`src/rtl/trigger_conditioner.sv`:
```
// Trigger conditioner: synchronizes and debounces a trigger level, qualifies edges,
// and gates accepted triggers through an arm / holdoff sequencer with counting.
//
// state      | meaning
// -----------+------------------------------------------------------------
// S_DISARMED | qualified edges ignored, waiting for arm
// S_ARMED    | next qualified edge is accepted as a trigger
// S_HOLDOFF  | dead time after a trigger; qualified edges flag missed
module trigger_conditioner #(
  parameter int SYNC_STAGES     = 2,
  parameter int DEBOUNCE_CYCLES = 16,
  parameter int HOLDOFF_CYCLES  = 256,
  parameter int CNT_W           = 16
) (
  input  logic             clk,
  input  logic             rst,
  input  logic             din,
  input  logic [1:0]       edge_sel,
  input  logic             arm,
  input  logic             clr,
  output logic             level,
  output logic             trig_pulse,
  output logic             holdoff_active,
  output logic [CNT_W-1:0] trig_count,
  output logic             missed
);

  localparam logic [15:0]      DEB_LAST  = 16'(DEBOUNCE_CYCLES - 1);
  localparam logic [15:0]      HOLD_LAST = 16'(HOLDOFF_CYCLES - 1);
  localparam logic [CNT_W-1:0] CNT_MAX   = '1;
  localparam logic [CNT_W-1:0] CNT_ONE   = CNT_W'(1);

  typedef enum logic [1:0] {
    S_DISARMED = 2'd0,
    S_ARMED    = 2'd1,
    S_HOLDOFF  = 2'd2
  } state_t;

  logic [SYNC_STAGES-1:0] sync_q;
  logic                   din_s;
  logic [15:0]            deb_cnt;
  logic                   level_d;
  logic                   lvl_rise;
  logic                   lvl_fall;
  logic                   qual_edge;
  state_t                 state;
  logic [15:0]            hold_cnt;

  always_ff @(posedge clk) begin
    if (rst) begin
      sync_q <= '0;
    end else begin
      sync_q <= {sync_q[SYNC_STAGES-2:0], din};
    end
  end

  assign din_s = sync_q[SYNC_STAGES-1];

  // Level flips only after din_s has disagreed with it for DEBOUNCE_CYCLES straight cycles.
  always_ff @(posedge clk) begin
    if (rst) begin
      deb_cnt <= '0;
      level   <= 1'b0;
      level_d <= 1'b0;
    end else begin
      level_d <= level;
      if (din_s == level) begin
        deb_cnt <= '0;
      end else if (deb_cnt == DEB_LAST) begin
        level   <= ~level;
        deb_cnt <= '0;
      end else begin
        deb_cnt <= deb_cnt + 16'd1;
      end
    end
  end

  assign lvl_rise = level & ~level_d;
  assign lvl_fall = ~level & level_d;

  always_comb begin
    qual_edge = 1'b0;
    case (edge_sel)
      2'b00:   qual_edge = lvl_rise;
      2'b01:   qual_edge = lvl_fall;
      2'b10:   qual_edge = lvl_rise | lvl_fall;
      default: qual_edge = 1'b0;
    endcase
  end

  // clr is applied last so it overrides any increment or missed set in the same cycle.
  always_ff @(posedge clk) begin
    if (rst) begin
      state          <= S_DISARMED;
      hold_cnt       <= '0;
      trig_pulse     <= 1'b0;
      holdoff_active <= 1'b0;
      trig_count     <= '0;
      missed         <= 1'b0;
    end else begin
      trig_pulse <= 1'b0;
      case (state)
        S_DISARMED: begin
          if (arm) begin
            state <= S_ARMED;
          end
        end
        S_ARMED: begin
          if (!arm) begin
            state <= S_DISARMED;
          end else if (qual_edge) begin
            trig_pulse     <= 1'b1;
            holdoff_active <= 1'b1;
            hold_cnt       <= HOLD_LAST;
            state          <= S_HOLDOFF;
            if (trig_count != CNT_MAX) begin
              trig_count <= trig_count + CNT_ONE;
            end
          end
        end
        S_HOLDOFF: begin
          if (qual_edge) begin
            missed <= 1'b1;
          end
          if (hold_cnt == 16'd0) begin
            holdoff_active <= 1'b0;
            state          <= arm ? S_ARMED : S_DISARMED;
          end else begin
            hold_cnt <= hold_cnt - 16'd1;
          end
        end
        default: begin
          holdoff_active <= 1'b0;
          state          <= S_DISARMED;
        end
      endcase
      if (clr) begin
        trig_count <= '0;
        missed     <= 1'b0;
      end
    end
  end

endmodule

```
`config.mk`:
```
export PLATFORM = sky130hd
export DESIGN_NAME = trigger_conditioner
export DESIGN_NICKNAME = d
export VERILOG_FILES = /design/src/rtl/trigger_conditioner.sv
export SDC_FILE = /design/constraint.sdc
export NUM_CORES = 1
export LEC_CHECK = 0
export ABC_AREA = 1
export CORE_MARGIN = 1
export CORE_UTILIZATION = 52
export CTS_CLUSTER_DIAMETER = 120
export DETAILED_ROUTE_END_ITERATION = 8
export PLACE_DENSITY = 0.76
export SYNTH_ARGS = -nofsm -noshare
export SYNTH_HDL_FRONTEND = slang
export SYNTH_SLANG_ARGS = --single-unit
```
`constraint.sdc`:
```
create_clock -name clk -period 1.7 [get_ports clk]
set_input_delay 0.17 -clock clk [delete_from_list [all_inputs] [get_ports clk]]
set_output_delay 0.17 -clock clk [all_outputs]
set_load 0.02 [all_outputs]
```
Word level (Yosys, flattened, before mapping):

Index checks and enable logic that the tools add are counted.

* reductions and logical operators: 13
* equal/unequal tests: 13
* multiplexer cells: 16
* $add $sub $neg: 3
* bitwise gates (word level): 9

Operators by type and width (count)
* $mux 16: 3
* $add 16x1->16 const B: 2
* $pmux 16 s2: 1
* $eq 16x4->1 const B: 1
* $logic_not 16->1: 1
* $ne 16x16->1 const B: 1
* $sub 16x1->16 const B: 1
* $reduce_and 4->1: 3
* $ne 2x2->1 const B: 5
* $mux 2: 4
* $not 1->1: 6
* $pmux 1 s3: 2
* $pmux 2 s3: 1
* $reduce_or 3->1: 2
* $mux 1: 5
* $eq 2x1->1 const B: 2
* $eq 2x2->1 const B: 2
* $logic_not 2->1: 2
* $reduce_and 2->1: 2
* $ne 3x3->1 const B: 1
* $reduce_and 3->1: 1
* $and 1x1->1: 2
* $reduce_bool 2->1: 1
* $reduce_or 2->1: 1
* other kinds (2): 2

* register bits after elaboration: 57
* bits of input ports: 7
* word-level logic and storage cells: 64

Depth between registers and ports, before layout:

* depth in word-level cells: 7
* depth in mapped cells: 12
* mapped depth without buffers: 12

Worst setup path before layout:

Ideal clock, no wire load.

* path type: register -> register
* start point: register level
* end point: register hold_cnt[12]
* period minus slack after synthesis: 1.812 ns
* path slack: -0.112 ns
* cell stages (with the launch flop): 12
* arrival time: 1.682 ns
* cells stage by stage: dfxtp_1 -> inv_1 -> ha_1 -> nand2_1 -> nand3_1 -> nand2_1 -> nand3_1 -> nand2_4 -> buf_6 -> nor2_1 -> nor2_1 -> nor2_1

* cells in the longest elaborated chain, start to end: 6
* elaborated cells between the ends (all ways): 7

RTL lines
* start, declared: RTL line 21 `output logic level,`
* start signal, assigned: RTL line 70 `level <= ~level;`
* $not 1->1: RTL line 79 `assign lvl_fall = ~level & level_d;`
* $and 1x1->1: RTL line 79
* $or 1x1->1: RTL line 86 `2'b10: qual_edge = lvl_rise | lvl_fall;`
* $pmux 1 s3 *: RTL line 83 `case (edge_sel)`
* $ne 2x2->1 (no line) *
* $reduce_and 4->1 (no line) *
* end signal, assigned: RTL line 129 `hold_cnt <= hold_cnt - 16'd1;`
* end, declared: RTL line 47 `logic [15:0] hold_cnt;`

Mark *: on every way between the ends. The rest lies on a longest branch, timed or not.
A chain may end at the register's enable or synchronous reset.

Final worst setup path:

* start point: register level
* end point: register trig_count[3]

* cells in the longest elaborated chain, start to end: 5
* elaborated cells between the ends (all ways): 6

RTL lines
* $not 1->1: RTL line 79
* $and 1x1->1: RTL line 79
* $or 1x1->1: RTL line 86
* $pmux 1 s3 *: RTL line 83
* $reduce_and 4->1 (no line) *
* end signal, assigned: RTL line 117 `trig_count <= trig_count + CNT_ONE;`
* end, declared: RTL line 24 `output logic [CNT_W-1:0] trig_count,`

Marks and branches as above.

==> run metrics <==
Net Sw Frac 0.2423; r2r setup slk about 0.05 ns; Cells after Synth 470; clock slew at reported path FFs 0.06 ns; Crit Reg-Reg Endpoint trig_count[3]; cell count of the worst reg-to-reg path 10; detailed-route wire length per cell approximately 12 um; area leader, netlist dfxtp_1; Net Count, Synth ~480; total power per unit cell area about 660 mW/mm^2; FILL cells between 500 and 600; final instance area just under 0.004 mm^2; Flop pwr share 0.521; CTS tree yes; Leak roughly 1.5 nW; Max clock buf depth 2; Worst slew margin 0.5657; Critical Path RT ~2 ns; reg2reg start level; initial antenna violation count 0; register area share after synthesis 0.3576; Max Cap Viol 0; Reg area 0.001142 mm^2; post-DP HPWL 5158 um; actual slew at the worst max-slew pin between 0.6 and 0.7 ns; CTS Buf Count 9; initial drt markers about 180; drt pass-1 iters 7; CP Launch Type flip-flop; Clock Skew a little under 0.006 ns; Ant. Diodes 0; Syn Area/Cell 6.788 um^2; Area contributors post-synth dfxtp_1 36%, nand2_1 14%, nor2_1 9.4%; combinational share of power 0.067; post-synth top area share 0.3576; worst ir drop on vdd about 0.00070 V; drt via density 5.185; grt total ovfl 0; Final period util 0.9709; htree depth 3; Routability Congestion around 0.86; vias in the first global route 2578; Nets roughly 530; Cell Int Power just under 2 mW; area of the mapped netlist between 0.003 and 0.004 mm^2; # rows 28; root buffer cell clkbuf_8; status finished clean; Syn-to-layout area delta 23.33%; fin crit period between 1.5 and 2 ns; Clock Power Share 0.411; Slew Viols, Final 0; setup violators final 0; number of port buffers 26; Die ar. between 0.006 and 0.007 mm^2; worst setup path start level; worst setup path end trig_count[3]; clk sinks 57; warnings from Yosys 0; CORE AREA ~0.006 mm^2; Tot GR Track Use 0.2302; Distinct cells, synth 33; clock latency on the worst-skew pair around 0.33 ns; Placed Area between 0.003 and 0.004 mm^2; crit path DAT about 1.9 ns; I/O pin count 27; switching power approximately 0.63 mW; Die Y roughly 80 um; unrepaired setup endpoints after global routing yes; Seq cells post-synth 57; Max Fclk about 0.61 GHz; Worst Path Max Fanout 8; Hold Startpoint din; crit path kind flip-flop to flip-flop; Hold Path Class input pin to flip-flop; Overall Power ~2.6 mW; DRC Markers 0; final hold vios 0; Setup TNS 0 ns; Post-Route WL 7459 um; Critical Path Sink Type flip-flop; post-route ant nets 0; largest net degree at the start of global routing 18; combined area of the multi-input logic cells roughly 0.0019 mm^2; total number of vias a little over 3000; Die W between 80 and 90 um; first-pass GRT wire length about 11000 um; layout cells sized above 1 0.1790; Starting Density 0.5389
==> synthesized netlist by cell type (all sizes together) <==
| library cell | number |
|---|---|
| o21bai | 2 |
| nand3 | 35 |
| or2 | 3 |
| xor2 | 9 |
| nor2 | 87 |
| inv | 48 |
| nand2 | 132 |
| dfxtp | 57 |
| nand4 | 9 |
| a211oi | 1 |
| buf | 9 |
| ha | 5 |
| nor3 | 10 |
| a21oi | 36 |
| xnor2 | 7 |
| o21ai | 13 |
| nand3b | 3 |
| clkinv | 1 |
| nor3b | 2 |
| o211ai | 1 |
==> cell usage in the layout, fill, tap and decap left out, drive strengths merged <==
cell / Yosys / routed
a211oi: 1 / 1
a21oi: 36 / 36
buf: 9 / 20
clkbuf: 0 / 13
clkdlybuf4s50: 0 / 26
clkinv: 1 / 2
clkinvlp: 0 / 1
dfxtp: 57 / 57
ha: 5 / 5
inv: 48 / 49
nand2: 132 / 134
nand3: 35 / 35
nand3b: 3 / 3
nand4: 9 / 9
nor2: 87 / 87
nor3: 10 / 10
nor3b: 2 / 2
o211ai: 1 / 1
o21ai: 13 / 13
o21bai: 2 / 2
or2: 3 / 3
xnor2: 7 / 7
xor2: 9 / 9
==> worst max-delay path, stage by stage (launching register included) <==
cell and delay, ns:
dfxtp_2 0.36, inv_2 0.05, ha_1 0.28, nand2_1 0.08, nand3_2 0.10, nand2_4 0.11
nand2_2 0.08, nor2_4 0.16, clkbuf_16 0.18, nand2_1 0.06, a21oi_2 0.11
==> metal layers <==
metal / GRT usage / wire length (um) / up-vias
met4: 0.05714 / 74 / 0
met1: 0.2994 / 3526 / 1438
li1: - / - / 1607
met2: 0.3667 / 3530 / 59
met5: 0 / 0 / -
met3: 0.07386 / 328 / 7
==> state kept, by name, summed over array words and instances, names as in the netlist <==
name	cells
deb_cnt	16
hold_cnt	16
trig_count	16
state	2
sync_q	2
holdoff_active	1
level	1
level_d	1
missed	1
trig_pulse	1
==> per-stage QoR <==
stage	setup slack, ns	util	std cells	hold slack [ns]
floorplan	0.005036	-	470	0.2770
global placement	0.02011	0.6029	574	0.4045
detailed placement	-0.03790	0.6029	574	0.3948
CTS	-0.01001	0.6312	589	0.3637
global route	-0.04146	0.6646	600	0.3821
finish	0.04941	0.6646	600	0.3611
==> power groups by stage <==
stage / Sequential (mW) / Clock [mW] / Combinational (mW)
floorplan: 1.38 / 0 / 0.111
global placement: 1.38 / 0 / 0.151
detailed placement: 1.38 / 0 / 0.153
CTS: 1.35 / 1.10 / 0.155
global route: 1.35 / 1.16 / 0.192
finish: 1.35 / 1.07 / 0.174
==> logic make-up (layout without fill, tap and decap cells) <==
kind of cell	after synthesis	in the layout	synth area share
AOI/OAI and AO/OA	53	53	0.1055
xor gates and xnor gates	16	16	0.04392
adders and majority gates	5	5	0.01961
buffers and inverters	58	111	0.08314
DFF	57	57	0.3576
and+or+nand+nor	281	283	0.3902
==> worst min-delay path by stage <==
stage,endpoint,cells past startpoint
after floorplan,sync_q[0],2
after global placement,sync_q[1],2
after detailed placement,sync_q[1],2
after CTS,sync_q[0],3
after global routing,sync_q[0],3
final,sync_q[0],3
==> layout make-up <==
type	count	area share
multi-input combinational	357	0.4795
sequential	57	0.2903
timing repair buffer	47	0.1170
inverter	49	0.04801
clock buffer	12	0.03688
tap	75	0.02385
clock inverter	3	0.004452
==> repair_timing <==
action,CTS,global route
buffers inserted,0,8
endpoints found under the setup margin,13,38
gates cloned,0,3
gates resized for setup,3,22
hold endpoints to repair,0,0
pin swaps,2,7
hold buffers,0,0
Power figures use the tool's default switching activity.
